File: src/rtl/fir_pkg.sv
// Shared definitions for the FIR sequencing controller: state encoding,
// filter_select codes, default timing and the configuration validity rule.
package fir_pkg;

    typedef enum logic [2:0] {
        ST_IDLE      = 3'd0,
        ST_LATCH     = 3'd1,
        ST_COEF_WAIT = 3'd2,
        ST_FILL      = 3'd3,
        ST_RUN       = 3'd4
    } state_t;

    localparam logic [1:0] FSEL_LP   = 2'b00;
    localparam logic [1:0] FSEL_HP   = 2'b01;
    localparam logic [1:0] FSEL_BP   = 2'b10;
    localparam logic [1:0] FSEL_RSVD = 2'b11;

    localparam int DEF_COEF_CYCLES = 24;
    localparam int DEF_FILL_CYCLES = 7;
    localparam int DEF_CNT_W       = 8;

    // A bandpass needs a non-empty band; the reserved code is never usable.
    function automatic logic cfg_is_valid(input logic [15:0] low,
                                          input logic [15:0] hi,
                                          input logic [1:0]  sel);
        logic ok;
        case (sel)
            FSEL_LP, FSEL_HP: ok = 1'b1;
            FSEL_BP:          ok = (low < hi);
            default:          ok = 1'b0;
        endcase
        return ok;
    endfunction

endpackage

File: src/rtl/fir_cfg_check.sv
// Combinational check of the live band/filter request: is it usable, and
// does it differ from the configuration currently latched.
module fir_cfg_check
    import fir_pkg::*;
(
    input  logic [15:0] bandlow,
    input  logic [15:0] bandhi,
    input  logic [1:0]  filter_select,
    input  logic [15:0] cfg_low,
    input  logic [15:0] cfg_hi,
    input  logic [1:0]  cfg_sel,
    output logic        cfg_valid,
    output logic        cfg_changed
);

    assign cfg_valid   = cfg_is_valid(bandlow, bandhi, filter_select);
    assign cfg_changed = ({bandlow, bandhi, filter_select} != {cfg_low, cfg_hi, cfg_sel});

endmodule

File: src/rtl/fir_seq_ctrl.sv
// Sequencing controller for the FIR datapath: latch config, wait for coefficients,
// fill the pipeline, then run. Optional macro FIR_SEQ_CTRL_SAMPLE_CNT_EN adds sample_cnt.
module fir_seq_ctrl
    import fir_pkg::*;
#(
    parameter int COEF_CYCLES = DEF_COEF_CYCLES,
    parameter int FILL_CYCLES = DEF_FILL_CYCLES,
    parameter int CNT_W       = DEF_CNT_W
) (
    input  logic        clk,
    input  logic        reset,
    input  logic        start_coe,
    input  logic        hold,
    input  logic [15:0] bandlow,
    input  logic [15:0] bandhi,
    input  logic [1:0]  filter_select,
    output logic        cfg_load,
    output logic [15:0] cfg_low,
    output logic [15:0] cfg_hi,
    output logic [1:0]  cfg_sel,
    output logic        flag,
    output logic        start_togivedata,
    output logic        start_toread,
    output logic        cfg_err,
    output logic [2:0]  state_o
`ifdef FIR_SEQ_CTRL_SAMPLE_CNT_EN
    ,
    output logic [31:0] sample_cnt
`endif
);

    localparam logic [CNT_W-1:0] COEF_LAST = CNT_W'(COEF_CYCLES - 1);
    localparam logic [CNT_W-1:0] FILL_LAST = CNT_W'(FILL_CYCLES - 1);

    state_t           state;
    state_t           state_nxt;
    logic [CNT_W-1:0] cnt;
    logic [CNT_W-1:0] cnt_nxt;
    logic             cfg_err_nxt;
    logic             cfg_valid;
    logic             cfg_changed;
    logic             restart;

    fir_cfg_check u_cfg_check (
        .bandlow      (bandlow),
        .bandhi       (bandhi),
        .filter_select(filter_select),
        .cfg_low      (cfg_low),
        .cfg_hi       (cfg_hi),
        .cfg_sel      (cfg_sel),
        .cfg_valid    (cfg_valid),
        .cfg_changed  (cfg_changed)
    );

    always_ff @(posedge clk or negedge reset) begin
        if (!reset) begin
            state   <= ST_IDLE;
            cnt     <= '0;
            cfg_err <= 1'b0;
            cfg_low <= '0;
            cfg_hi  <= '0;
            cfg_sel <= '0;
        end else begin
            state   <= state_nxt;
            cnt     <= cnt_nxt;
            cfg_err <= cfg_err_nxt;
            if (state == ST_LATCH) begin
                cfg_low <= bandlow;
                cfg_hi  <= bandhi;
                cfg_sel <= filter_select;
            end
        end
    end

    // Once a config is latched, any edit to the request restarts the sequence
    // and takes priority over the wait counters.
    assign restart = cfg_changed &&
                     ((state == ST_COEF_WAIT) || (state == ST_FILL) || (state == ST_RUN));

    always_comb begin
        state_nxt   = state;
        cnt_nxt     = cnt;
        cfg_err_nxt = cfg_err;
        if (restart) begin
            if (cfg_valid) begin
                state_nxt = ST_LATCH;
            end else begin
                state_nxt   = ST_IDLE;
                cfg_err_nxt = 1'b1;
            end
        end else begin
            case (state)
                ST_IDLE: begin
                    if (start_coe) begin
                        if (cfg_valid) begin
                            state_nxt   = ST_LATCH;
                            cfg_err_nxt = 1'b0;
                        end else begin
                            cfg_err_nxt = 1'b1;
                        end
                    end
                end
                ST_LATCH: begin
                    cnt_nxt   = '0;
                    state_nxt = ST_COEF_WAIT;
                end
                ST_COEF_WAIT: begin
                    if (cnt == COEF_LAST) begin
                        cnt_nxt   = '0;
                        state_nxt = ST_FILL;
                    end else begin
                        cnt_nxt = cnt + 1'b1;
                    end
                end
                ST_FILL: begin
                    // Pipeline fill only progresses while downstream accepts data.
                    if (!hold) begin
                        if (cnt == FILL_LAST) begin
                            state_nxt = ST_RUN;
                        end else begin
                            cnt_nxt = cnt + 1'b1;
                        end
                    end
                end
                ST_RUN: begin
                    state_nxt = ST_RUN;
                end
                default: begin
                    state_nxt = ST_IDLE;
                end
            endcase
        end
    end

    assign cfg_load         = (state == ST_LATCH);
    assign flag             = (state == ST_FILL) || (state == ST_RUN);
    assign start_togivedata = flag & ~hold;
    assign start_toread     = (state == ST_RUN) & ~hold;
    assign state_o          = state;

`ifdef FIR_SEQ_CTRL_SAMPLE_CNT_EN
    always_ff @(posedge clk or negedge reset) begin
        if (!reset) begin
            sample_cnt <= '0;
        end else if (cfg_load) begin
            sample_cnt <= '0;
        end else if (start_toread) begin
            sample_cnt <= sample_cnt + 32'd1;
        end
    end
`endif

endmodule

File: config.mk
export PLATFORM = sky130hd
export DESIGN_NAME = fir_seq_ctrl
export DESIGN_NICKNAME = d
export VERILOG_FILES = /design/src/rtl/fir_pkg.sv /design/src/rtl/fir_cfg_check.sv /design/src/rtl/fir_seq_ctrl.sv
export SDC_FILE = /design/constraint.sdc
export NUM_CORES = 1
export LEC_CHECK = 0
export BUFFER_PORTS_ARGS = -buffer_cell sky130_fd_sc_hd__clkbuf_2
export CORE_MARGIN = 1.5
export CORE_UTILIZATION = 48
export DETAILED_ROUTE_END_ITERATION = 12
export PLACE_DENSITY = 0.87
export SLEW_MARGIN = 40
export SYNTH_ARGS = -nofsm -noshare
export SYNTH_HDL_FRONTEND = slang
export SYNTH_HIERARCHICAL = 1
export SYNTH_SLANG_ARGS = --single-unit
File: constraint.sdc
create_clock -name clk -period 2.3 [get_ports clk]
set_input_delay 0.115 -clock clk [delete_from_list [all_inputs] [get_ports clk]]
set_output_delay 0.115 -clock clk [all_outputs]
set_load 0.005 [all_outputs]
==> impl_results.md, run 1 <==
* Wire length reported by the detailed router at 7.07 mm
* Number of enable-type register cells in the synthesized netlist at 0
* Result of the run: complete, no violations
* Max Cap Violations at 0
* Final estimated routing congestion in global placement at 0.855
* Worst EP required at between 2 and 2.5 ns
* Switching power as a share of total power at 36.7%
* Number of cells traversed by the worst hold path at 2
* Critical path class: flop to flop
* Maximum fanout along the worst path at 3
* Tightest Pin Transition at slightly below 0.5 ns
* Portion of synthesized cell area occupied by the leading cell type at 39.3%
* Via count normalized by instance count at 5.60
* Detailed-placement wirelength estimate at 5.44 mm
* Antenna violations before repair at 0
* Startpoint Class: flop
* Routed length per placed instance at roughly 17 µm
* Cell count of the worst reg-to-reg path at 8
* Flop and latch count out of synthesis at 46
* Share of post-route cells with drive strength above 1 at between 40% and 50%
* Sequential share of the synthesized area at 39.3%
* Number of buffers created by CTS at 5
* Global-route wire length before repair at between 10 and 15 mm
* Detailed-router iteration count before antenna repair at 4
* Sw Pwr at 1.47 mW
* Final critical path time including I/O delays and setup at roughly 2.2 ns
* I/O Buffers at 79
* Async S/R FF share, synth at between 90% and 100%
* Synthesis-to-layout area growth at 22.8%
* Total vias in the final route at between 2000 and 2500
* Count of antenna diodes in the layout at 0
* CTS tree: yes
* ANT nets after route at 0
* Std cell rows at 28
* Pleak at approximately 1.7 nW
* Largest net degree at the start of global routing at 36
* Arrival time of data at the critical path endpoint at around 2.4 ns
* Area of the mapped netlist at just under 3000 µm²
* Filler Cells Inserted at between 400 and 500
* Final period utilization at between 90% and 100%
* Starting DRT DRC Count at ~160
* Maximum ir drop on the vdd rail at between 0.5 and 0.6 mV
* Clock transition at the registers of the reported paths at 0.09 ns
* Remaining routing DRC violations at 0
* Number of unique standard cell types used by synthesis at 53
* Main synth FF type: sky130_fd_sc_hd__dfrtp_1
* Die span in y at slightly above 80 µm
* Type of destination of the critical path: flop
* Clock share of power at between 10% and 20%
* Power, Total at 4.01 mW
* Yosys top cell by area: sky130_fd_sc_hd__dfrtp_1
* Mapped Avg Cell Area at between 10 and 15 µm²
* Total number of clock tree sinks at between 40 and 50
* Die Outline Area at about 6600 µm²
* Achievable frequency at 0.447 GHz
* Max-slew headroom at just under 70%
* Syn Nets at approximately 310
* Number of max-slew violations in the final report at 0
* Total instance count after detailed placement at 412
* Number of setup violations in the final report at 0
* Die span in x at around 81 µm
* Final Instance Count excl. Fillers at roughly 420
* Layout net count at around 400
* Io pins at 80
* Synth cell count leaders: 46 x sky130_fd_sc_hd__dfrtp_1, 34 x sky130_fd_sc_hd__mux2_2, 32 x sky130_fd_sc_hd__xnor2_1
* Number of failing hold endpoints at the final stage at 0
* GRT Overall Usage at a little under a quarter
* Maximum count of clock buffers along a single path at 2
* Root buffer selected by CTS: sky130_fd_sc_hd__clkbuf_8
* Number of global-route vias before repair at between 2000 and 2500
* Most repeated cell in the gate-level netlist after synthesis: sky130_fd_sc_hd__dfrtp_1
* Total number of H-tree levels at 2
* Number of warnings printed during yosys synthesis at 6
* Worst hold-check path type: primary input to flop
* Total power per unit cell area at between 1000 and 1500 nW/µm²
* Internal power contribution at roughly 2.5 mW
* Effective utilization at floorplan at between 40% and 50%
* Relative contribution of sequential cells to total power at approximately 38%
* Cells taking the most area after synthesis: sky130_fd_sc_hd__dfrtp_1 39%, sky130_fd_sc_hd__mux2_2 13%, sky130_fd_sc_hd__xnor2_1 9.6%, sky130_fd_sc_hd__ha_1 7.3%, sky130_fd_sc_hd__nand4_1 2.6%
* GRT Residual Overflow at 0
* Area of the core at a little under 6000 µm²
* Clock latency reported for the late side of the worst-skew pair at around 0.3 ns
* Clock Skews at 0.00341 ns
* Gate Count Post-Synth at 259
* Share of power burned in combinational logic at a little under half
==> final timing paths <==
path | start | endpoint | slack (ns)
setup / recovery | cfg_low[4]$_DFFE_PN0P_ | cnt[1]$_DFFE_PN0P_ | 0.06
hold / removal | start_coe | cfg_err$_DFFE_PN0P_ | 0.05
setup reg to reg | cfg_low[4]$_DFFE_PN0P_ | cnt[1]$_DFFE_PN0P_ | 0.06
hold reg to reg | cfg_hi[2]$_DFFE_PN0P_ | cfg_hi[2]$_DFFE_PN0P_ | 0.55
max in group asynchronous | reset | cfg_hi[4]$_DFFE_PN0P_ | 1.25
min in group asynchronous | reset | cfg_low[1]$_DFFE_PN0P_ | 0.30
==> stage by stage <==
step | hold slack (ns) | utilization [%] | setup WS [ns] | instance area [µm²] | setup TNS, ns
floorplan | -0.181 | - | -0.0125 | 2950 | -0.0125
global placement | 0.0923 | 58.1 | 0.0871 | 3440 | 0
detailed placement | 0.0979 | 58.1 | 0.0371 | 3440 | 0
CTS | 0.0530 | 60.1 | 0.00814 | 3560 | 0
global route | 0.0681 | 60.8 | -0.0311 | 3600 | -0.0967
finish | 0.0531 | 60.8 | 0.0613 | 3600 | 0
==> power by group through the flow <==
stage               clock (mW)  sequential (mW)  combinational [mW]
detailed placement           0             1.52                1.86
global placement             0             1.49                1.82
global route             0.606             1.57                2.07
finish                   0.582             1.52                1.91
CTS                      0.582             1.51                1.88
floorplan                    0             1.50                1.18
==> metal layers <==
| layer | global-route usage (%) | wire length, µm | vias to the layer above |
|---|---|---|---|
| met5 | 0 | 0 | - |
| met4 | 7.76 | 144 | 0 |
| met3 | 4.27 | 331 | 13 |
| met2 | 36.8 | 3460 | 75 |
| met1 | 30.2 | 3130 | 1160 |
| li1 | - | - | 1116 |
==> timing repair <==
action | in CTS | in global routing
setup buffers | 0 | 1
resized for setup | 0 | 7
hold buffers | 1 | 0
hold endpoints to repair | 18 | 0
setup endpoints to repair | 0 | 9
==> registers in the layout, summed over array words and instances (netlist names) <==
name     flops
cfg_err      1
cfg_hi      16
cfg_low     16
cfg_sel      2
cnt          8
state_o      3
==> cell families (layout without fill, tap and decap cells) <==
logic type / after synthesis / after routing / synth area share [%]
and+or+nand+nor: 59 / 59 / 12.9
AOI/OAI and AO/OA: 39 / 39 / 11.9
muxes: 37 / 37 / 14.2
adders and majority gates: 17 / 17 / 7.26
DFF: 46 / 46 / 39.3
buffers and inverters: 27 / 115 / 4.31
xor gates and xnor gates: 34 / 34 / 10.2
==> worst max-delay path, stage by stage, from the launching register on <==
cell                       delay, ns
sky130_fd_sc_hd__dfrtp_1        0.42
sky130_fd_sc_hd__xnor2_1        0.19
sky130_fd_sc_hd__nand4_1        0.14
sky130_fd_sc_hd__nor4_2         0.29
sky130_fd_sc_hd__nand3_1        0.15
sky130_fd_sc_hd__a21o_4         0.21
sky130_fd_sc_hd__a211oi_4       0.23
sky130_fd_sc_hd__and2_4         0.20
sky130_fd_sc_hd__mux2_4         0.29
==> cell usage in the layout (no fill, tap or decap), types with 2 or more instances in the layout <==
cell type | synthesis | final
sky130_fd_sc_hd__mux2_1 | 2 | 2
sky130_fd_sc_hd__nand2_1 | 6 | 6
sky130_fd_sc_hd__o2bb2ai_1 | 3 | 3
sky130_fd_sc_hd__xor2_1 | 2 | 2
sky130_fd_sc_hd__nand3_1 | 4 | 4
sky130_fd_sc_hd__inv_1 | 19 | 19
sky130_fd_sc_hd__nor2b_1 | 4 | 4
sky130_fd_sc_hd__o21a_1 | 3 | 3
sky130_fd_sc_hd__a21oi_1 | 7 | 7
sky130_fd_sc_hd__o22ai_1 | 2 | 2
sky130_fd_sc_hd__nor2_1 | 6 | 6
sky130_fd_sc_hd__nand2b_1 | 5 | 5
sky130_fd_sc_hd__nand4_1 | 12 | 12
sky130_fd_sc_hd__clkbuf_8 | 0 | 8
sky130_fd_sc_hd__nor3_1 | 6 | 5
sky130_fd_sc_hd__a311oi_1 | 2 | 2
sky130_fd_sc_hd__o211ai_1 | 5 | 5
sky130_fd_sc_hd__buf_4 | 1 | 6
sky130_fd_sc_hd__ha_1 | 17 | 17
sky130_fd_sc_hd__xnor2_1 | 32 | 30
sky130_fd_sc_hd__and3_1 | 3 | 3
sky130_fd_sc_hd__xnor2_2 | 0 | 2
sky130_fd_sc_hd__mux2_2 | 34 | 33
sky130_fd_sc_hd__clkbuf_2 | 0 | 79
sky130_fd_sc_hd__dfrtp_1 | 46 | 46
sky130_fd_sc_hd__a32o_1 | 3 | 3
==> layout make-up <==
type | count | area, µm² | area share [%]
sequential | 46 | 1150 | 32.0
tap | 75 | 93.8 | 2.61
inverter | 19 | 71.3 | 1.98
clock buffer | 8 | 110 | 3.06
timing repair buffer | 88 | 482 | 13.4
multi-input combinational | 186 | 1690 | 47.0
Power figures use the tool's default switching activity.
==> run 2, diff against run 1 <==
Settings changed: BUFFER_PORTS_ARGS -buffer_cell sky130_fd_sc_hd__clkbuf_2 to not set, CORE_UTILIZATION 48 to 56, DONT_BUFFER_PORTS set to 1, PLACE_DENSITY 0.87 to 0.84, SKIP_LAST_GASP set to 1.
==> run 2 against run 1 <==
Against the previous run:
- the run now ends with negative setup slack left
- maximum frequency decreased by 2.9%
- via count decreased by 2.5%
- worst hold slack improved by 0.0072 ns
- register-to-register slack got worse by 0.07 ns
- flip-flop and latch count unchanged
- critical endpoint is now cnt[5]$_DFFE_PN0P_
- largest power group unchanged
==> impl_results.md, run 2 (synthesized netlist as in run 1, its figures left out) <==
* Number of global-route vias before repair at 2486 (+7.1%)
* Final period utilization at 100% (+2.9 points)
* Clock transition at the registers of the reported paths at 0.10 ns (about the same)
* Met2 WL at 4.05 mm (+17%)
* GRT Overall Usage at 28.8% (+6.1 points)
* Share of power burned in combinational logic at 42.0% (-5.7 points)
* Number of max-slew violations in the final report at 0 (unchanged)
* Root buffer selected by CTS: sky130_fd_sc_hd__clkbuf_8
* Total number of clock tree sinks at 46 (unchanged)
* Io pins at 80 (unchanged)
* Number of cells traversed by the worst hold path at 3 (+1)
* Global-route wire length before repair at 11.9 mm (+5.6%)
* Area of the core at 5070 µm² (-14%)
* ANT nets after route at 0 (unchanged)
* Commonest non-fill, non-tap cells in the layout: 43 x sky130_fd_sc_hd__dfrtp_1, 36 x sky130_fd_sc_hd__dlygate4sd3_1, 33 x sky130_fd_sc_hd__mux2_2
* Worst hold-check path type: primary input to flop
* Setup slack after layout at -0.00476 ns (-0.0661 ns)
* Filler Cells Inserted at 344 (-29%)
* Number of buffers created by CTS at 5 (unchanged)
* Die Outline Area at 5680 µm² (-14%)
* Synthesis-to-layout area growth at 23.1%
* Via count normalized by instance count at 6.18 (+10%)
* Die span in x at 75.3 µm (-7.1%)
* GRT Residual Overflow at 0 (unchanged)
* Count of antenna diodes in the layout at 0 (unchanged)
* Tightest Pin Transition at 0.469 ns (-0.0184 ns)
* Achievable frequency at 0.434 GHz (-2.9%)
* Unrepaired setup endpoints after global routing: true
* Maximum ir drop on the vdd rail at 0.657 mV (+19%)
* Total power per unit cell area at 1080 nW/µm² (-3.1%)
* Result of the run: finished with violations
* Cell area reported after detailed placement at 3030 µm² (-12%)
* Maximum fanout along the worst path at 7 (+4)
* Arrival time of data at the critical path endpoint at 2.50 ns (+0.07 ns)
* Top routing layer in use: met4
* Multi-input logic area at 1720 µm² (+1.7%)
* Final critical path time including I/O delays and setup at 2.30 ns (+0.0661 ns)
* Max-slew headroom at 68.7% (+1.2 points)
* Internal power contribution at 2.40 mW (-5.4%)
* Largest net degree at the start of global routing at 47 (+31%)
* Share of post-route cells with drive strength above 1 at 24.4% (-18 points)
* Die span in y at 75.3 µm (-7.1%)
* Post-layout instance area at 3610 µm² (+0.21%)
* Remaining routing DRC violations at 0 (unchanged)
* Layout net count at 357 (-11%)
* Finished Core Util at 71.1% (+10 points)
* Maximum count of clock buffers along a single path at 2 (unchanged)
* Startpoint Class: flop
* Sw Pwr at 1.49 mW (+1.4%)
* Cell count of the worst reg-to-reg path at 9 (+1)
* Starting DRT DRC Count at 143 (-12%)
* Number of failing hold endpoints at the final stage at 0 (unchanged)
* Wire length reported by the detailed router at 7.99 mm (+13%)
* Relative contribution of sequential cells to total power at 41.9% (+4.1 points)
* Clock share of power at 16.1% (+1.6 points)
* Clock latency reported for the late side of the worst-skew pair at 0.31 ns (about the same)
* Critical path class: flop to flop
* Number of setup violations in the final report at 1 (+1)
* Worst EP required at 2.49 ns (about the same)
* Effective utilization at floorplan at 57.7% (+8.2 points)
* Type of destination of the critical path: flop
* Largest registers ranked by flip-flop count: cfg_hi (16), cfg_low (16), cnt (8)
* Metal1 wirelength at 3.16 mm (+1.1%)
* Total vias in the final route at 2304 (-2.5%)
* Clock Skews at 0.00954 ns (+0.00613 ns)
* Switching power as a share of total power at 38.3% (+1.6 points)
* Detailed-placement wirelength estimate at 4.97 mm (-8.6%)
* Detailed-router iteration count before antenna repair at 4 (unchanged)
* Pleak at 1.50 nW (-9.6%)
* CTS tree: yes
* I/O Buffers at 0 (-100%)
* Antenna violations before repair at 0 (unchanged)
* Total number of H-tree levels at 2 (unchanged)
* Violated checks: negative setup slack
* Routed length per placed instance at 21.4 µm (+28%)
* Final estimated routing congestion in global placement at 0.859 (+0.43%)
* DR WL met3 at 610 µm (+84%)
* Std cell rows at 26 (-7.1%)
* Max Cap Violations at 0 (unchanged)
* Most common library cell in the layout ignoring fill and taps: sky130_fd_sc_hd__dfrtp_1
* Area used by sequential logic in the layout at 1150 µm² (+0.33%)
==> run 2: stage by stage <==
stage	std cells	total power, mW	TNS (ns)	hold WS (ns)	worst slack, ns
3_5_place_dp	327	3.04	0	-0.179	0.0137
5_1_grt	373	4.10	-0.541	0.0494	-0.119
4_1_cts	372	3.75	0	0.0559	0.0143
3_3_place_gp	327	2.95	0	-0.180	0.0608
6_report	373	3.89	-0.00476	0.0603	-0.00476
2_1_floorplan	259	2.68	-0.0125	-0.181	-0.0125
==> run 2: cell type report <==
class	instances	area share (%)
multi-input cells	186	47.7
flip-flops and latches	46	32.0
repair buffers	44	12.8
well taps	70	2.43
inverters	19	1.98
clock buffers	5	1.91
clock inverters	3	1.21
==> run 2: power groups by stage <==
stage	Sequential, mW	Combinational, mW	Clock, mW
after floorplan	1.50	1.18	0
after global placement	1.58	1.36	0
after detailed placement	1.61	1.43	0
after CTS	1.60	1.52	0.633
after global routing	1.69	1.74	0.671
final	1.63	1.64	0.628
==> run 2: routing by layer <==
metal / track usage, % / vias up
met3: 9.26 / 22
met4: 11.1 / 0
met2: 50.0 / 123
li1: - / 1029
met5: 0 / -
met1: 33.0 / 1130
==> run 2: what timing repair did <==
action                                  CTS  global route
pin swaps                                 0             6
cloned                                    0             0
setup buffers                             0             1
hold buffers                             37             0
resized for setup                         1            14
endpoints found under the setup margin    3             9
endpoints found under the hold margin    81             0
==> run 2: worst max-delay path, cell delays in order (launching register included) <==
cell                       delay, ns
sky130_fd_sc_hd__dfrtp_2        0.46
sky130_fd_sc_hd__xnor2_2        0.15
sky130_fd_sc_hd__nand4_1        0.19
sky130_fd_sc_hd__nor4_2         0.28
sky130_fd_sc_hd__nand3_1        0.14
sky130_fd_sc_hd__a21o_4         0.21
sky130_fd_sc_hd__a211oi_4       0.25
sky130_fd_sc_hd__buf_6          0.17
sky130_fd_sc_hd__o211ai_1       0.12
sky130_fd_sc_hd__a32o_1         0.23
==> run 2: final timing paths <==
path,end,slack [ns],start
worst min-delay path,state_o[0]$_DFFE_PN0P_,0.06,filter_select[0]
min in group asynchronous,cfg_hi[4]$_DFFE_PN0P_,0.34,reset
worst max register to register,cnt[5]$_DFFE_PN0P_,-0.005,cfg_low[5]$_DFFE_PN0P_
worst max-delay path,cnt[5]$_DFFE_PN0P_,-0.005,cfg_low[5]$_DFFE_PN0P_
max in group asynchronous,cfg_sel[1]$_DFFE_PN0P_,1.74,reset
worst min register to register,cnt[7]$_DFFE_PN0P_,0.56,cnt[7]$_DFFE_PN0P_
